$ cat config.mk
export PLATFORM = sky130hd
export DESIGN_NAME = pipe_stage_elastic
export DESIGN_NICKNAME = d
export VERILOG_FILES = /design/src/rtl/pipe_stage_elastic.sv
export SDC_FILE = /design/constraint.sdc
export NUM_CORES = 1
export LEC_CHECK = 0
export CAP_MARGIN = 20
export CORE_ASPECT_RATIO = 1.2
export CORE_MARGIN = 2
export CORE_UTILIZATION = 49
export DETAILED_ROUTE_END_ITERATION = 6
export PLACE_DENSITY_LB_ADDON = 0.12
export SYNTH_ARGS = -nofsm -noshare
export SYNTH_HDL_FRONTEND = slang
export SYNTH_SLANG_ARGS = --single-unit
$ cat constraint.sdc
create_clock -name stg_clk -period 2.2 [get_ports stg_clk]
set_input_delay 0.44 -clock stg_clk [delete_from_list [all_inputs] [get_ports stg_clk]]
set_output_delay 0.44 -clock stg_clk [all_outputs]
set_load 0.01 [all_outputs]
$ cat src/rtl/pipe_stage_elastic.sv
// Elastic inter-stage pipeline register with an optional skid entry, hold/flush control
// and saturating stall/flush counters for performance debug.
module pipe_stage_elastic #(
    parameter int unsigned DATA_W   = 160,
    parameter bit          SKID_EN  = 1'b1,
    parameter bit          CLR_DATA = 1'b1,
    parameter int unsigned CNT_W    = 16
) (
    input  logic              stg_clk,
    input  logic              reset_n,
    input  logic              stg_ena,
    input  logic              stg_x,
    input  logic              cnt_clr,
    input  logic              in_valid,
    output logic              in_ready,
    input  logic [DATA_W-1:0] in_data,
    output logic              out_valid,
    input  logic              out_ready,
    output logic [DATA_W-1:0] out_data,
    output logic [1:0]        occupancy,
    output logic [CNT_W-1:0]  stall_cnt,
    output logic [CNT_W-1:0]  flush_cnt
);

    typedef enum logic [1:0] {
        EMPTY = 2'd0,
        ONE   = 2'd1,
        TWO   = 2'd2
    } state_t;

    state_t              state_q, state_d;
    logic [DATA_W-1:0]   m_data_q, m_data_d;
    logic [DATA_W-1:0]   s_data_q, s_data_d;
    logic [CNT_W-1:0]    stall_cnt_q, stall_cnt_d;
    logic [CNT_W-1:0]    flush_cnt_q, flush_cnt_d;

    logic m_valid, s_valid, live, in_acc, out_acc;

    assign m_valid = (state_q != EMPTY);
    assign s_valid = (state_q == TWO);
    assign live    = reset_n & ~stg_ena & ~stg_x;

    assign out_valid = m_valid & live;
    // With the skid entry, in_ready comes from state only, breaking the ready path.
    assign in_ready  = SKID_EN ? (~s_valid & live) : ((~m_valid | out_ready) & live);

    assign in_acc  = in_valid & in_ready;
    assign out_acc = out_valid & out_ready;

    assign out_data  = m_data_q;
    assign occupancy = {1'b0, m_valid} + {1'b0, s_valid};
    assign stall_cnt = stall_cnt_q;
    assign flush_cnt = flush_cnt_q;

    always_comb begin
        state_d  = state_q;
        m_data_d = m_data_q;
        s_data_d = s_data_q;
        if (stg_x) begin
            state_d = EMPTY;
            if (CLR_DATA) begin
                m_data_d = '0;
                s_data_d = '0;
            end
        end else if (!stg_ena) begin
            unique case (state_q)
                EMPTY: begin
                    if (in_acc) begin
                        state_d  = ONE;
                        m_data_d = in_data;
                    end
                end
                ONE: begin
                    if (in_acc && out_acc) begin
                        m_data_d = in_data;
                    end else if (in_acc && SKID_EN) begin
                        state_d  = TWO;
                        s_data_d = in_data;
                    end else if (out_acc) begin
                        state_d = EMPTY;
                    end
                end
                TWO: begin
                    if (out_acc) begin
                        state_d  = ONE;
                        m_data_d = s_data_q;
                    end
                end
                default: state_d = EMPTY;
            endcase
        end
    end

    always_comb begin
        stall_cnt_d = stall_cnt_q;
        flush_cnt_d = flush_cnt_q;
        if (cnt_clr) begin
            stall_cnt_d = '0;
            flush_cnt_d = '0;
        end else begin
            if (m_valid && !out_acc && !stg_x && (stall_cnt_q != '1))
                stall_cnt_d = stall_cnt_q + CNT_W'(1);
            if (stg_x && (m_valid || s_valid) && (flush_cnt_q != '1))
                flush_cnt_d = flush_cnt_q + CNT_W'(1);
        end
    end

    always_ff @(posedge stg_clk) begin
        if (!reset_n) begin
            state_q     <= EMPTY;
            m_data_q    <= '0;
            s_data_q    <= '0;
            stall_cnt_q <= '0;
            flush_cnt_q <= '0;
        end else begin
            state_q     <= state_d;
            m_data_q    <= m_data_d;
            s_data_q    <= s_data_d;
            stall_cnt_q <= stall_cnt_d;
            flush_cnt_q <= flush_cnt_d;
        end
    end

endmodule
After elaboration in Yosys (flattened, before gate mapping)
Index checks and enable logic that the tools add are counted.
{"block": "word_totals", "reg_bits": 354, "output_inout_bits": 196, "word_cells": 55}
{"block": "op_classes", "addsub": 3, "eq_ne": 9, "n_mux": 10, "n_bitwise": 11, "n_reduce_logical": 17}
{"cell": "160-bit 2-to-1 mux", "count": 3}
{"cell": "160-bit case mux with 3 select lines", "count": 1}
{"cell": "16-bit by 1-bit adder with 16-bit output, second input constant", "count": 2}
{"cell": "16-bit inequality test, second input constant", "count": 2}
{"cell": "2-bit 2-to-1 mux", "count": 5}
{"cell": "5-bit AND reduction", "count": 2}
{"cell": "1-bit bitwise AND", "count": 6}
{"cell": "1-bit logical AND", "count": 6}
{"cell": "2-bit inequality test, second input constant", "count": 3}
{"cell": "2-bit case mux with 3 select lines", "count": 1}
{"cell": "1-bit NOT", "count": 5}
{"cell": "4-bit AND reduction", "count": 1}
{"cell": "2-bit OR reduction", "count": 2}
{"cell": "3-bit inequality test, second input constant", "count": 1}
{"cell": "3-bit nonzero test", "count": 1}
{"cell": "1-bit by 1-bit adder with 2-bit output", "count": 1}
{"cell": "2-bit by 1-bit equality test with 1-bit output, second input constant", "count": 1}
{"cell": "2-bit equality test, second input constant", "count": 1}
{"cell": "1-bit logical NOT", "count": 2}
{"cell": "2-bit logical NOT", "count": 1}
{"cell": "2-bit by 1-bit inequality test with 1-bit output, second input constant", "count": 1}
{"cell": "2-bit nonzero test", "count": 1}
{"cell": "1-bit logical OR", "count": 1}

Depth between registers and ports, before layout
Gate-level depths: netlist of the first run.
{"block": "logic_depth", "word_depth": 9, "ltp_mapped": 8, "ltp_nobuf": 5}

Worst setup path before layout of the first run
No wires, ideal clock.
{"block": "synth_path", "kind": "register to register", "start": "register stall_cnt_q[0], in the netlist stall_cnt[0]", "end": "register stall_cnt_q[8], in the netlist stall_cnt[8]", "setup_ps": 70, "arrival_time_ps": 1986, "setup_slack_ps": 143, "path_stages_with_launch": 7, "period_less_slack_ps": 2057, "cell_sequence": "dfxtp_1 ha_1 inv_1 or4_1 buf_2 or4_1 a21oi_1"}
{"block": "synth_between", "elab_chain_len": 2, "elab_cells_between_ends": 3, "cone_classes": "1 x add/sub; 1 x eq/ne; 1 x reduce/logical"}
{"element": "start, declared", "line_no": "34", "rtl": "logic [CNT_W-1:0] stall_cnt_q, stall_cnt_d;"}
{"element": "start signal, assigned", "line_no": "119", "rtl": "stall_cnt_q <= stall_cnt_d;"}
{"element": "branches (longest 2 deep; another with 16-bit by 1-bit adder with 16-bit output)"}
Parallel ways; which one is timed is not known.
A chain may end at the register's enable or synchronous reset.

Worst setup path after layout of the first run
{"block": "layout_path", "start": "register state_q[0]", "end": "output occupancy[0]"}
{"block": "layout_between", "elab_chain_len": 2, "elab_cells_between_ends": 3, "cone_classes": "1 x add/sub; 1 x eq/ne; 1 x reduce/logical"}
{"element": "start, declared", "line_no": "31", "rtl": "state_t state_q, state_d;"}
{"element": "start signal, assigned", "line_no": "116", "rtl": "state_q <= state_d;"}
{"element": "2-bit equality test or 2-bit nonzero test (tied branches)", "line_no": "40, 39"}
{"element": "1-bit by 1-bit adder with 2-bit output *", "line_no": "51", "rtl": "assign occupancy = {1'b0, m_valid} + {1'b0, s_valid};"}
{"element": "end, declared", "line_no": "20", "rtl": "output logic [1:0] occupancy,"}
Every way passes the cells marked *; elsewhere a longest branch is shown, timed or not.

==> impl_metrics.yaml, run 1 <==
floorplan:
  die_area_mm2: 0.0307
  std_cell_rows: 68
  start_util_pct: 49.9
  die-height_um: 191
  die_w_um: 160
  ios: 363
  core_region_area_mm2: 0.0288
timing:
  drv_slew: 0
  rsz0062_at_grt: "no"
  setup_viol: 0
  period_share_pct: 97.8
  tightest_slew_ps: 850
  max_freq_ghz: 0.465
  period_needed_ps: 2150
  hold_violations: 0
  relSlewSlack_pct: 43.3
  fin_skew_ps: 16.8
global_routing:
  grt_max_degree: 172
  grt_pass1_vias: 13900
  antenna_found_initial: 5
  met2_usage_pct: 48.1
  grt_pass1_wl_um: 72900
  use_met1_pct: 34.8
  grt_use_total_pct: 28.8
  overflow: 0
  top_usage_layer: "met2"
  use_met3_pct: 7.59
clock_tree:
  cts_inserted_buffers: 37
  post_cts_buffers: 0
  numClockSinks: 354
  ctsHtreeMaxLevel: 2
  ctsHoldBuffers: 0
  cts_root_buf: "clkbuf_16"
  cts_tree: "done"
  clk_pin_slew_ps: 60
  clock_path_buffers: 3
  insertion_delay_ps: 530
critical_path:
  cpMaxStageDelayCell: "dfxtp_4"
  worstSetupPathType: "flop to output pin"
  r2r_cells: 6
  critical_path.endpoint_type: "output pin"
  worstPathArrival_ps: 1710
  worstPathMaxFanout: 6
  startpoint_type: "flop"
  cp_top_family: "flip-flops"
  path_cells: "nand2b_4, ha_1, inv_1, clkdlybuf4s15_1"
  critical_path.max_stage_delay_ps: 370
  cp_data_required_time_ps: 1760
  worst-path-buf-inv: 2
  cp_num_cells: 4
drt:
  drc: 0
  ant_nets: 0
  via_count: 14800
  wl_per_cell_um: 18.0
  dr.pass1.iters: 5
  drt_iter0_drc: 1244
  routed_wl_um: 46200
  drt-vias-per-instance: 5.77
run_status:
  status: "complete, no violations"
yosys:
  yosys.area.top_type_share_pct: 49.4
  syn_inst: 1839
  ys_types: 43
  syn_area_mm2: 0.0144
  avgSynthCellArea_um2: 7.80
  syn-num-nets: 2009
  ys.flop_type: "dfxtp_1"
  synth-edff-count: 0
  synth_area_leaders: "dfxtp_1 (49%), nand2_1 (17%), a21oi_1 (12%), a311oi_1 (9.8%), clkbuf_1 (3.5%)"
  synth_common_cells: "nand2_1 (656), dfxtp_1 (354), a21oi_1 (346)"
  synth_seq_cells: 354
  yosys_warnings: 0
  synth_area_leader_cell: "dfxtp_1"
  yosysMostFrequentCell: "nand2_1"
  synthArstFlopShare_pct: 0
  synth-seq-area-share_pct: 49.4
finish:
  syn2layout_area_growth_pct: 39.3
  stdcell_area_mm2: 0.0200
  drive_gt1_share_pct: 7.02
  finish.utilization_pct: 69.5
  fin_nets: 2324
  fill_cells: 2359
flow_run:
  maxCapViolations: 0
placed_design:
  routabilityCongestion: 0.843
  hpwlAfterDp_um: 29200
  placed_area_mm2: 0.0188
  portBuffers: 362
power_and_ir_drop:
  p_per_area_mw_per_mm2: 682
  power.leakage_nw: 6.63
  ir_drop_uv: 641
worst_hold_path:
  min_path_type: "flop to flop"
  holdPathStages: 2
[worst register-to-register path, cell delays in order (launching register included)]
cell      delay, ps
dfxtp_1         400
ha_1            190
inv_1            80
or4_1           600
buf_4           200
o311ai_0        340
o41ai_1         140
[cells in the final DEF, fill, tap and decap left out, types with 4 or more instances in the layout]
cell type          n
buf_12            26
buf_4             58
or4_1             17
nand4_1           10
inv_1              9
clkbuf_1          12
nor2_1             9
clkbuf_16         39
o41ai_1            4
and3_1             4
nor4_1             5
or3_1              5
nand3_1           11
clkbuf_8           7
nand2b_1           4
clkinv_2           4
dfxtp_1          351
o31ai_1           13
a311oi_1         160
nor3_1             4
nor2b_1            4
o21ai_0           10
nand2_1          656
diode_2            5
a31oi_1            4
a21oi_1          346
clkdlybuf4s50_1  358
[logic make-up (layout without fill, tap and decap cells)]
logic type,Yosys count,count (layout),share of synthesized area (%)
AOI/OAI and AO/OA,553,553,24.2
adders and majority gates,3,3,0.262
buffers and inverters,180,521,5.00
DFF,354,354,49.4
muxes,1,1,0.0697
other,0,5,0
and+or+nand+nor,748,748,21.1
[per-layer routing]
metal	wire [um]	vias to the layer above
met2	22300	576
met4	2010	0
met3	3770	120
met1	18100	7049
li1	-	7074
met5	0	-
[metrics by stage]
stage,hold slack (ps),setup TNS (ps),total power [mW],worst slack (ps),cells
2_1_floorplan,437,0,6.99,143,1839
3_3_place_gp,441,-20950,7.63,-244,2500
3_5_place_dp,447,-27320,7.64,-363,2500
4_1_cts,454,0,13.7,19.7,2565
5_1_grt,471,0,14.1,1.92,2570
6_report,453,0,13.6,49.2,2570
[sequential cells by signal (all words and copies together), names as in the netlist]
name       cells
flush_cnt     16
stall_cnt     16
state_q        2
s_data_q     160
out_data     160
[power breakdown]
part	internal, mW	leakage [nW]	switching (mW)
combinational	0.517	3.20	0.511
sequential	6.45	2.86	0.0264
clock	3.61	0.580	2.52
[cell type report]
class	count	area, um^2	share of cell area [%]
Sequential cell	354	7090	35.5
Multi-Input combinational cell	1305	6610	33.1
Clock buffer	58	1120	5.59
Inverter	10	40.0	0.200
Tap cell	385	482	2.41
Antenna cell	5	12.5	0.0626
Timing Repair Buffer	446	4570	22.9
Clock inverter	7	66.3	0.332
[final timing paths]
check / startpoint / endpoint / slack (ps)
min reg2reg: s_data_q[18] / s_data_q[18] / 450
min: s_data_q[18] / s_data_q[18] / 450
max: state_q[0] / occupancy[0] / 50
max reg2reg: stall_cnt[1] / stall_cnt[14] / 130
[timing repair]
item	in CTS	in global routing
cloned	0	0
gates resized for setup	11	5
setup endpoints to repair	4	2
endpoints found under the hold margin	0	0
(Power assumes the default switching activity.)
==> run 2: changes to the inputs <==
--- a/config.mk
+++ b/config.mk
@@ -11,6 +11,7 @@
 export CORE_UTILIZATION = 49
 export DETAILED_ROUTE_END_ITERATION = 6
 export PLACE_DENSITY_LB_ADDON = 0.12
+export SKIP_LAST_GASP = 1
 export SYNTH_ARGS = -nofsm -noshare
 export SYNTH_HDL_FRONTEND = slang
 export SYNTH_SLANG_ARGS = --single-unit
==> impl_metrics.yaml, run 2 (synthesized netlist as in run 1, its figures left out) <==
timing:
  setup_viol: 0
  relSlewSlack_pct: 43.6
  period_share_pct: 97.8
  rsz0062_at_grt: "yes"
  hold_violations: 0
  period_needed_ps: 2150
  drv_slew: 0
  tightest_slew_ps: 847
  fin_skew_ps: 17.0
  whs_ps: 453
  max_freq_ghz: 0.465
clock_tree:
  numClockSinks: 354
  ctsHtreeMaxLevel: 2
  cts_inserted_buffers: 37
  cts_root_buf: "clkbuf_16"
  clock_path_buffers: 3
  ctsHoldBuffers: 0
  insertion_delay_ps: 530
  clk_pin_slew_ps: 60
  cts_tree: "done"
finish:
  stdcell_area_mm2: 0.0200
  final_cell_mix: "nand2_1 (656), clkdlybuf4s50_1 (358), dfxtp_1 (352)"
  fin_nets: 2324
  syn2layout_area_growth_pct: 39.3
  final_common_cell: "nand2_1"
  drive_gt1_share_pct: 6.97
  finish.utilization_pct: 69.5
critical_path:
  startpoint_type: "flop"
  worstPathArrival_ps: 1710
  r2r-end: "stall_cnt[14]"
  critPathCapture: "occupancy[0]"
  r2r_setup_slack_ps: 130
  reg2reg_from: "stall_cnt[1]"
  cp_data_required_time_ps: 1760
  worstPathMaxFanout: 6
  r2r_cells: 6
  critical_path.endpoint_type: "output pin"
  worstSetupPathType: "flop to output pin"
  critPathLaunch: "state_q[0]"
power_and_ir_drop:
  power_mw: 13.6
  power.leakage_nw: 6.63
  p_per_area_mw_per_mm2: 682
  ir_drop_uv: 641
drt:
  dr.pass1.iters: 5
  ant_nets: 0
  via_count: 14800
  drt_iter0_drc: 1244
  routed_wl_um: 46100
  drc: 0
  wl_per_cell_um: 17.9
  drt-vias-per-instance: 5.76
placed_design:
  hpwlAfterDp_um: 29200
  routabilityCongestion: 0.843
  portBuffers: 362
  placed_area_mm2: 0.0188
global_routing:
  grt_pass1_vias: 13900
  use_met1_pct: 34.8
  top_usage_layer: "met2"
  antenna_found_initial: 5
  met2_usage_pct: 48.1
  grt_pass1_wl_um: 72900
  grt_use_total_pct: 28.8
  overflow: 0
  grt_max_degree: 172
  use_met3_pct: 7.59
worst_hold_path:
  min_path_type: "flop to flop"
  min_from: "s_data_q[18]"
floorplan:
  start_util_pct: 49.9
  die-height_um: 191
  die_w_um: 160
  die_area_mm2: 0.0307
  std_cell_rows: 68
  core_region_area_mm2: 0.0288
  ios: 363
flow_run:
  maxCapViolations: 0
run_status:
  status: "complete, no violations"
run 2: repair_timing:
action                     CTS  global route
setup endpoints to repair    4             3
buffers inserted             0             0
gates cloned                 0             0
resized for setup           10             5
run 2: worst min-delay path by stage:
stage | end | slack, ps | cells after the start
floorplan | s_data_q[0] | 440 | 2
global placement | s_data_q[83] | 440 | 2
detailed placement | s_data_q[16] | 450 | 2
CTS | s_data_q[16] | 450 | 2
global route | s_data_q[157] | 470 | 2
finish | s_data_q[18] | 450 | 2
run 2: cell type report:
class                      instances  area, um^2
fill                            2359        8760
sequential                       354        7090
multi-input combinational       1305        6610
timing repair buffer             446        4570
clock buffer                      58        1120
tap                              385         482
clock inverter                     7        66.3
inverter                          10        40.0
antenna                            5        12.5
run 2: through the flow:
stage	setup WS, ps	setup TNS (ps)	instances
after floorplan	143	0	1839
after global placement	-244	-20950	2500
after detailed placement	-363	-27320	2500
after CTS	-6.53	-6.53	2565
after global routing	-0.362	-0.362	2570
final	49.4	0	2570
run 2: critical path, cell delays in order (launching register included):
cell and delay, ps:
dfxtp_4 370, nand2b_4 190, ha_1 300, inv_1 100, clkdlybuf4s15_1 240
run 2: layer usage:
metal | up-vias | wire, um
li1 | 7076 | -
met1 | 7040 | 18000
met2 | 575 | 22300
met3 | 116 | 3790
met4 | 0 | 1990
met5 | - | 0
run 2: report_power, final:
| group | total [mW] | leakage, nW | internal, mW | switching, mW |
|---|---|---|---|---|
| Combinational | 1.03 | 3.20 | 0.517 | 0.510 |
| Clock | 6.13 | 0.580 | 3.61 | 2.52 |
| Sequential | 6.48 | 2.86 | 6.45 | 0.0264 |
| Total | 13.6 | 6.63 | 10.6 | 3.06 |
==> run 3: changes to the inputs <==
--- a/config.mk
+++ b/config.mk
@@ -5,11 +5,11 @@
 export SDC_FILE = /design/constraint.sdc
 export NUM_CORES = 1
 export LEC_CHECK = 0
-export CAP_MARGIN = 20
 export CORE_ASPECT_RATIO = 1.2
 export CORE_MARGIN = 2
 export CORE_UTILIZATION = 49
 export DETAILED_ROUTE_END_ITERATION = 6
+export GPL_TIMING_DRIVEN = 1
 export PLACE_DENSITY_LB_ADDON = 0.12
 export SKIP_LAST_GASP = 1
 export SYNTH_ARGS = -nofsm -noshare
==> results of run 3 <==
The final DEF is identical to that of run 2; final timing and power are the same.
